## config.mk

```make
export PLATFORM = sky130hd
export DESIGN_NAME = activation_arbiter
export DESIGN_NICKNAME = d
export VERILOG_FILES = /design/src/rtl/act_pkg.sv /design/src/rtl/rr_arbiter.sv /design/src/rtl/activation_arbiter.sv
export SDC_FILE = /design/constraint.sdc
export NUM_CORES = 1
export LEC_CHECK = 0
export ABC_AREA = 1
export CORE_AREA = 2 2 93 95
export CTS_CLUSTER_DIAMETER = 40
export CTS_CLUSTER_SIZE = 10
export DETAILED_ROUTE_END_ITERATION = 6
export DIE_AREA = 0 0 95 97
export PLACE_DENSITY_LB_ADDON = 0.2
export SYNTH_ARGS = -nofsm -noshare
export SYNTH_HDL_FRONTEND = slang
export SYNTH_SLANG_ARGS = --single-unit
```

## constraint.sdc

```tcl
create_clock -name clk -period 4.8 [get_ports clk]
set_input_delay 0.96 -clock clk [delete_from_list [all_inputs] [get_ports clk]]
set_output_delay 0.96 -clock clk [all_outputs]
set_load 0.02 [all_outputs]
```

## src/rtl/act_pkg.sv

```systemverilog
// act_pkg: shared types and widths for the activation arbiter slice.
//   act_type_e  - activation function selector understood by activation_unit
//   arb_state_e - sequencing states of activation_arbiter
//   ACT_IN_W    - signed operand width fed to the unit
//   ACT_OUT_W   - result width returned by the unit
package act_pkg;

  localparam int ACT_IN_W  = 16;
  localparam int ACT_OUT_W = 8;

  typedef enum logic [1:0] {
    RELU    = 2'b00,
    TANH    = 2'b01,
    SIGMOID = 2'b10,
    NONE    = 2'b11
  } act_type_e;

  typedef enum logic [1:0] {
    IDLE  = 2'd0,
    ISSUE = 2'd1,
    WAIT  = 2'd2,
    RESP  = 2'd3
  } arb_state_e;

endpackage

```

## src/rtl/rr_arbiter.sv

```systemverilog
// rr_arbiter: purely combinational round-robin picker.
//   i_req   - request vector
//   i_last  - index of the most recently granted requester
//   o_grant - one-hot grant (zero when nothing is requested)
//   o_idx   - index of the granted requester
//   o_any   - at least one request present
// The search starts one past i_last and wraps, so the last winner has the
// lowest priority. The pointer register itself lives in the parent.
module rr_arbiter #(
  parameter int NUM_REQ = 4,
  parameter int IDX_W   = $clog2(NUM_REQ)
) (
  input  logic [NUM_REQ-1:0] i_req,
  input  logic [IDX_W-1:0]   i_last,
  output logic [NUM_REQ-1:0] o_grant,
  output logic [IDX_W-1:0]   o_idx,
  output logic               o_any
);

  always_comb begin
    int               cand;
    logic [IDX_W-1:0] w_cand;
    o_grant = '0;
    o_idx   = '0;
    o_any   = 1'b0;
    cand    = 0;
    w_cand  = '0;
    for (int k = 1; k <= NUM_REQ; k++) begin
      cand = int'(i_last) + k;
      if (cand >= NUM_REQ) begin
        cand = cand - NUM_REQ;
      end
      w_cand = IDX_W'(cand);
      if (!o_any && i_req[w_cand]) begin
        o_any           = 1'b1;
        o_idx           = w_cand;
        o_grant[w_cand] = 1'b1;
      end
    end
  end

endmodule

```

## src/rtl/activation_arbiter.sv

```systemverilog
// activation_arbiter: shares one activation_unit among NUM_REQ requesters.
//   clk, rst_n                 - clock, synchronous active-low reset
//   req_valid/req_ready        - per-requester request handshake (ready one-hot)
//   req_data, req_act_type     - packed operands (16b signed) and types (2b)
//   rsp_valid/rsp_ready        - per-requester response handshake (valid one-hot)
//   rsp_data                   - shared 8b result bus, zero when no response
//   act_type/act_enable/act_data_in  - drive to activation_unit
//   act_data_out/act_valid     - result from activation_unit
//   busy                       - an operation is in flight
//   err_timeout/err_clr        - sticky watchdog flag and its clear
//   op_count                   - completed responses, wraps
// One operation in flight at a time: IDLE grant -> ISSUE pulse -> WAIT for
// valid (watchdog bounded) -> RESP until the owner accepts.
module activation_arbiter
  import act_pkg::*;
#(
  parameter int NUM_REQ        = 4,
  parameter int TIMEOUT_CYCLES = 64,
  parameter int CNT_W          = 16
) (
  input  logic                          clk,
  input  logic                          rst_n,
  input  logic [NUM_REQ-1:0]            req_valid,
  output logic [NUM_REQ-1:0]            req_ready,
  input  logic [ACT_IN_W*NUM_REQ-1:0]   req_data,
  input  logic [2*NUM_REQ-1:0]          req_act_type,
  output logic [NUM_REQ-1:0]            rsp_valid,
  output logic [ACT_OUT_W-1:0]          rsp_data,
  input  logic [NUM_REQ-1:0]            rsp_ready,
  output logic [1:0]                    act_type,
  output logic                          act_enable,
  output logic [ACT_IN_W-1:0]           act_data_in,
  input  logic [ACT_OUT_W-1:0]          act_data_out,
  input  logic                          act_valid,
  output logic                          busy,
  output logic                          err_timeout,
  input  logic                          err_clr,
  output logic [CNT_W-1:0]              op_count
);

  localparam int IDX_W = $clog2(NUM_REQ);
  localparam int WD_W  = $clog2(TIMEOUT_CYCLES) + 1;

  arb_state_e            r_state;
  logic [IDX_W-1:0]      r_last;
  logic [IDX_W-1:0]      r_owner;
  logic [ACT_IN_W-1:0]   r_data;
  act_type_e             r_type;
  logic [ACT_OUT_W-1:0]  r_rsp;
  logic [WD_W-1:0]       r_wd;
  logic                  r_err;
  logic [CNT_W-1:0]      r_count;

  logic [ACT_IN_W-1:0]   w_req_data [NUM_REQ];
  logic [1:0]            w_req_type [NUM_REQ];
  logic [NUM_REQ-1:0]    w_grant;
  logic [IDX_W-1:0]      w_idx;
  logic                  w_any;
  logic                  w_idle;
  logic                  w_resp;
  logic                  w_timeout;

  // Unpack the flat request buses so the winner can be selected by index.
  genvar gi;
  generate
    for (gi = 0; gi < NUM_REQ; gi++) begin : g_unpack
      assign w_req_data[gi] = req_data[ACT_IN_W*gi +: ACT_IN_W];
      assign w_req_type[gi] = req_act_type[2*gi +: 2];
    end
  endgenerate

  rr_arbiter #(
    .NUM_REQ (NUM_REQ),
    .IDX_W   (IDX_W)
  ) u_rr (
    .i_req   (req_valid),
    .i_last  (r_last),
    .o_grant (w_grant),
    .o_idx   (w_idx),
    .o_any   (w_any)
  );

  assign w_idle = (r_state == IDLE);
  assign w_resp = (r_state == RESP);
  // Expiry only when the unit is silent in the final counted WAIT cycle;
  // a valid arriving in that same cycle still wins.
  assign w_timeout = (r_state == WAIT) && !act_valid &&
                     (r_wd == WD_W'(TIMEOUT_CYCLES - 1));

  // The picked winner is always valid, so ready implies the handshake.
  assign req_ready   = w_idle ? w_grant : '0;
  assign act_enable  = (r_state == ISSUE);
  assign act_data_in = r_data;
  assign act_type    = r_type;
  assign rsp_valid   = w_resp ? (NUM_REQ'(1) << r_owner) : '0;
  assign rsp_data    = w_resp ? r_rsp : '0;
  assign busy        = !w_idle;
  assign err_timeout = r_err;
  assign op_count    = r_count;

  always_ff @(posedge clk) begin
    if (!rst_n) begin
      r_state <= IDLE;
      r_last  <= IDX_W'(NUM_REQ - 1);
      r_owner <= '0;
      r_data  <= '0;
      r_type  <= RELU;
      r_rsp   <= '0;
      r_wd    <= '0;
      r_err   <= 1'b0;
      r_count <= '0;
    end else begin
      case (r_state)
        IDLE: begin
          if (w_any) begin
            r_data  <= w_req_data[w_idx];
            r_type  <= act_type_e'(w_req_type[w_idx]);
            r_owner <= w_idx;
            r_last  <= w_idx;
            r_state <= ISSUE;
          end
        end
        ISSUE: begin
          r_wd    <= '0;
          r_state <= WAIT;
        end
        WAIT: begin
          if (act_valid) begin
            r_rsp   <= act_data_out;
            r_state <= RESP;
          end else if (w_timeout) begin
            r_rsp   <= '0;
            r_state <= RESP;
          end else begin
            r_wd <= r_wd + 1'b1;
          end
        end
        RESP: begin
          // Only the owner's accept counts; other rsp_ready bits are ignored.
          if (rsp_ready[r_owner]) begin
            r_count <= r_count + 1'b1;
            r_state <= IDLE;
          end
        end
        default: r_state <= IDLE;
      endcase

      // A same-cycle expiry beats the clear.
      if (w_timeout) begin
        r_err <= 1'b1;
      end else if (err_clr) begin
        r_err <= 1'b0;
      end
    end
  end

endmodule

```

Yosys cells after proc, flatten, opt, wreduce, memory -nomap -nowiden
Cells that the tools add are included.

Reductions and logical operators: 23. Mux-type cells: 55. Order comparisons: 14. Eq/ne operators: 9. Multipliers: 0. Shift operators: 1. Div/mod/pow operators: 0. Add/sub/neg operators: 10. Bitwise gates (word level): 4.

Operators by type and width (number): binary-select mux 16 bit (select 2 bit) (1); 2-to-1 mux 16 bit (2); 2-to-1 mux 2 bit (14); 2-to-1 mux 4 bit (6); 2-to-1 mux 8 bit (3); adder 16 x 1 -> 16 bit (second input constant) (1); less-than comparator 2 x 3 -> 1 bit (second input constant) (5); 2-to-1 mux 1 bit (15); 2-to-1 mux 7 bit (2); case mux 7 bit (2 select lines) (1); >= comparator 3 bit (second input constant) (4); OR 4 bit (3); binary-select mux 1 bit (select 2 bit) (5); logical AND 1 bit (9); demux 1 bit (select 2 bit) (4); >= comparator 2 x 1 -> 1 bit (second input constant) (4); case mux 2 bit (4 select lines) (1); subtractor 2 x 1 -> 2 bit (second input constant) (4); adder 7 x 1 -> 7 bit (second input constant) (1); == test 7 x 6 -> 1 bit (second input constant) (1); adder 2 x 2 -> 3 bit (second input constant) (2); AND reduction 2 bit (3); AND reduction 3 bit (2); nonzero test 2 bit (3); 13 further kinds (20).

Input bits: 92. Memories kept: 0. Latch bits: 0. Bits in read-only memories: 0. Bits in registers: 56. Logic and storage cells: 125. RAM bits: 0. Output and inout bits: 53.

Longest topological paths before layout
Depth after elaboration: 19. Depth in mapped cells: 15. Gate-level depth less buffers: 14.

Cells and area by module
A second synthesis with hierarchy kept.

Cell total of the unflattened synthesis: 626. Area, all modules: 3937.5 um^2.

Modules (own cells, without submodules): activation_arbiter (cells an instance 545, times used 1, area each 3402.0 um^2); rr_arbiter (cells an instance 81, times used 1, area each 535.5 um^2).

Least setup slack after synthesis
No wires, ideal clock.

Kind: input to output. From: in req_valid[2]. To: out req_ready[3]. Data arrival time: 1959 ps. Data required time: 3840 ps. Slack: 1881 ps. Stages on the path: 11. Path buffers: 0. Path through: inv_1 nand2_1 nand3_2 nand2_4 nor2_8 nand2_1 inv_1 nand3_1 nand4_1 nand2_1 inv_1.

Word-level cells in the longest chain between the ends: 13. Elaborated cells on any way between the ends: 25.

Ends and longest elaborated chain: start: declaration (line activation_arbiter.sv:23) `input logic [NUM_REQ-1:0] req_valid,`; binary-select mux 1 bit (select 2 bit) (line rr_arbiter.sv:34) `if (!o_any && i_req[w_cand]) begin`; 2-to-1 mux 1 bit (not written as such) (line rr_arbiter.sv:34); 2-to-1 mux 1 bit (line rr_arbiter.sv:34); zero test 1 bit (line rr_arbiter.sv:34); logical AND 1 bit (line rr_arbiter.sv:34); 2-to-1 mux 1 bit (line rr_arbiter.sv:34); zero test 1 bit (line rr_arbiter.sv:34); logical AND 1 bit (line rr_arbiter.sv:34); 2-to-1 mux 1 bit (line rr_arbiter.sv:34); zero test 1 bit (line rr_arbiter.sv:34); logical AND 1 bit (line rr_arbiter.sv:34); 2-to-1 mux 4 bit (*) (line rr_arbiter.sv:34); 2-to-1 mux 4 bit (*) (line activation_arbiter.sv:91) `assign req_ready = w_idle ? w_grant : '0;`; end: declaration (line activation_arbiter.sv:24) `output logic [NUM_REQ-1:0] req_ready,`.

Every way passes the cells marked *; elsewhere a longest branch is shown, timed or not. The select of a mux whose other input is x is not followed.

Worst setup path in the final report
From: reg r_last[0]. To: out req_ready[2].

Word-level cells in the longest chain between the ends: 16. Elaborated cells on any way between the ends: 61.

Ends and longest elaborated chain: start: declaration (line activation_arbiter.sv:45) `logic [IDX_W-1:0] r_last;`; start signal: assignment (line activation_arbiter.sv:104) `r_last <= IDX_W'(NUM_REQ - 1);`; start signal: assignment (line activation_arbiter.sv:119) `r_last <= w_idx;`; parallel branches: the longest is 14 deep, another holds adder 2 x 1 -> 3 bit; 2-to-1 mux 4 bit (*) (line rr_arbiter.sv:34); 2-to-1 mux 4 bit (*) (line activation_arbiter.sv:91).

Mark *: on every way between the ends. The select of a mux whose other input is x is not followed.

==> impl_metrics.yaml <==
status:
  outcome: "finished clean"
critical_path:
  path_cells: "inv_2 > ha_1 > inv_1 > nand2_2 > nand2_4 > nor2_8 > nand2_1 > inv_1 > nand3_1 > nand3_1 > nand2_1 > inv_1 > clkdlybuf4s50_1"
  crit_family: "buffers and inverters"
  rr_startpoint: "r_last[0]"
  worstPathRequired_ns: 3.84
  path_common_cell: "inv_1"
  cp-start-kind: "flop"
  slowest_delay_ns: 0.59
  worst-setup-path-type: "flop to output port"
  worst_path_max_delay_cell: "clkdlybuf4s50_1"
  critPathCaptureType: "output port"
  worstPathArrival_ns: 3.16
  crit_path_start: "r_last[0]"
  cp_max_fo: 11
  path_buf_inv: 5
clock_tree:
  cts_inserted_buffers: 5
  clkTransAtPathRegs_ns: 0.11
  cts_root_buf: "clkbuf_8"
  cts_resized: 0
  clockBufferDepth: 2
  cts_tree: "built"
  cts_setup_buffers: 0
  hold_buffers: 0
  clkLatencyLatePin_ns: 0.32
  clock_sinks: 56
  htreeDepth: 2
yosys:
  ys_seq_area_share_pct: 29.4
  syn_inst: 622
  yosys_warnings: 0
  synth_edf_count: 0
  synthFlopType: "dfxtp_1"
  syn_area_sq_um: 3810
  synthesis.nets: 729
  avgSynthCellArea_sq_um: 6.13
  synthArstFlopShare_pct: 0
  ys_ff_latch: 56
  ys_types: 35
drt:
  ant_nets: 0
  vias: 4399
  routedWlPerCell_um: 12.3
  viasPerCell: 5.13
  drt-pass1-iter-count: 6
  drc: 0
  drt-initial-drc-count: 198
  routed_wl_um: 10600
power_and_ir_drop:
  swShare_pct: 52.9
  cellInternalPower_uw: 1400
  p_total_uw: 2970
  clkPwrFrac_pct: 9.3
  power_leakage_uw: 0.00248
  power_frac_seq_pct: 21.5
  peakVddDrop_v: 0.000295
  power.share.combinational_pct: 69.2
  p_sw_uw: 1570
  power_density_nw_per_um2: 552
global_routing:
  grt_overflow: 0
  antenna_found_initial: 0
  grt.total_usage_pct: 22.8
  grt_pass1_vias: 4112
  grt_first_pass_wirelength_um: 17400
  grt_max_degree: 31
sta:
  drv_slew: 0
  fmax_ghz: 0.243
  fin_setup_tns_ns: 0
  hold_viol_final: 0
  relSlewSlack_pct: 37.4
  post-route-min-period_ns: 4.12
  final.period_utilization_pct: 85.7
  finalWorstSetupSlack_ns: 0.684
  finalClockSkew_ns: 0.00956
  rsz0062_at_grt: "no"
  worstMarginPinSlew_ns: 0.939
  setup_viol: 0
finish:
  antenna_cells: 0
  seq_area_sq_um: 1120
  multi_input_area_sq_um: 2160
  layout.nets: 859
  drive_above_1_share_pct: 3.72
  nFillCells: 719
  syn_to_final_growth_pct: 41.0
  final_cell_mix: "nand2_1, clkdlybuf4s50_1, inv_1, nand3_1, nor2_1"
  final_common_cell: "nand2_1"
placement:
  place_ws_ns: 0.759
  dp_hpwl_um: 8200
  port_buffers: 144
  globalplace.congestion: 0.945
worst_hold_path:
  hp-start: "r_wd[5]"
  min_path_type: "flop to flop"
die:
  row_count: 33
  io_pins: 145
  core_sq_um: 8130
  die_height_um: 97
  die_area_sq_um: 9220
  die_width_um: 95
  start_util_pct: 46.9
flow_run:
  drv_cap: 0
[flip-flops by register name (all words and copies together) (netlist names)]
register / cells
act_data_in: 16
err_timeout: 1
act_type: 2
op_count: 16
r_rsp: 8
r_wd: 7
r_state: 2
r_owner: 2
r_last: 2
[through the flow]
step           util [%]  cells  hold slack [ns]  instance area [sq um]
4_1_cts            66.1    858            0.452                   5380
6_report           66.1    858            0.448                   5380
2_1_floorplan         -    622            0.414                   3810
3_3_place_gp       64.9    850            0.435                   5280
5_1_grt            66.1    858            0.496                   5380
3_5_place_dp       64.9    850            0.435                   5280
[path summary, 6_finish.rpt]
| path | end | slack, ns | cells after the start |
|---|---|---|---|
| min | r_wd[5] | 0.45 | 1 |
| min reg2reg | r_wd[5] | 0.45 | 1 |
| max | req_ready[2] | 0.68 | 13 |
| max reg2reg | act_data_in[11] | 1.24 | 14 |
[final cells by class]
cell class                      instances  share of cell area, %
Clock buffer                            5                   1.28
Multi-Input combinational cell        435                   40.2
Sequential cell                        56                   20.9
Clock inverter                          3                  0.512
Tap cell                              105                   2.44
Timing Repair Buffer                  147                   27.2
Inverter                              107                   7.47
[logic make-up (layout without fill, tap and decap cells)]
| kind of cell | Yosys count | count (layout) | synth area share [%] |
|---|---|---|---|
| AND/OR/NAND/NOR | 351 | 351 | 41.3 |
| buffers and inverters | 131 | 262 | 13.9 |
| AO/OA/AOI/OAI | 65 | 65 | 9.55 |
| flip-flops | 56 | 56 | 29.4 |
| adder cells (fa/ha/maj) | 15 | 15 | 4.92 |
| XOR/XNOR | 4 | 4 | 0.919 |
[power by group through the flow]
stage	Combinational, uW	Sequential (uW)	Clock [uW]
after floorplan	1500	704	0
after detailed placement	2040	646	0
after global routing	2300	651	301
final	2050	637	277
after CTS	2050	637	286
after global placement	1990	642	0
[Yosys cell counts (2+ instances only)]
master	count	area, sq um
inv_2	2	7.51
ha_1	15	188
clkbuf_1	15	56.3
buf_4	3	22.5
nor3_1	10	50.1
a22oi_1	3	22.5
nand4_1	26	163
o21ai_0	11	55.1
a21oi_1	39	195
nand3_2	2	20.0
nand2_1	154	578
buf_6	3	33.8
o21bai_1	2	15.0
nor2_1	69	259
nand3_1	76	380
xor2_1	4	35.0
dfxtp_1	56	1120
buf_2	3	15.0
nand2_2	6	37.5
nor3b_1	2	15.0
inv_1	105	394
a211oi_1	3	22.5
[metal layers]
metal / GRT usage (%) / part of all wire, %
met2: 40.8 / 49
met4: 6.13 / 1.4
met3: 4.83 / 7.7
met1: 27.2 / 42
met5: 0 / 0
[worst reg2reg max path: stages, from the launching register on]
cell and delay, ns:
dfxtp_1 0.58, inv_2 0.20, ha_1 0.41, inv_1 0.14, nand3_1 0.10, nand2_1 0.19
a21oi_1 0.11, nand2_1 0.54, nand3_2 0.49, buf_4 0.37, nand2_1 0.09, nand3_1 0.07
nand3_1 0.09, nand2_1 0.07, inv_1 0.05
No activity file was read; power rests on OpenSTA's default activity.
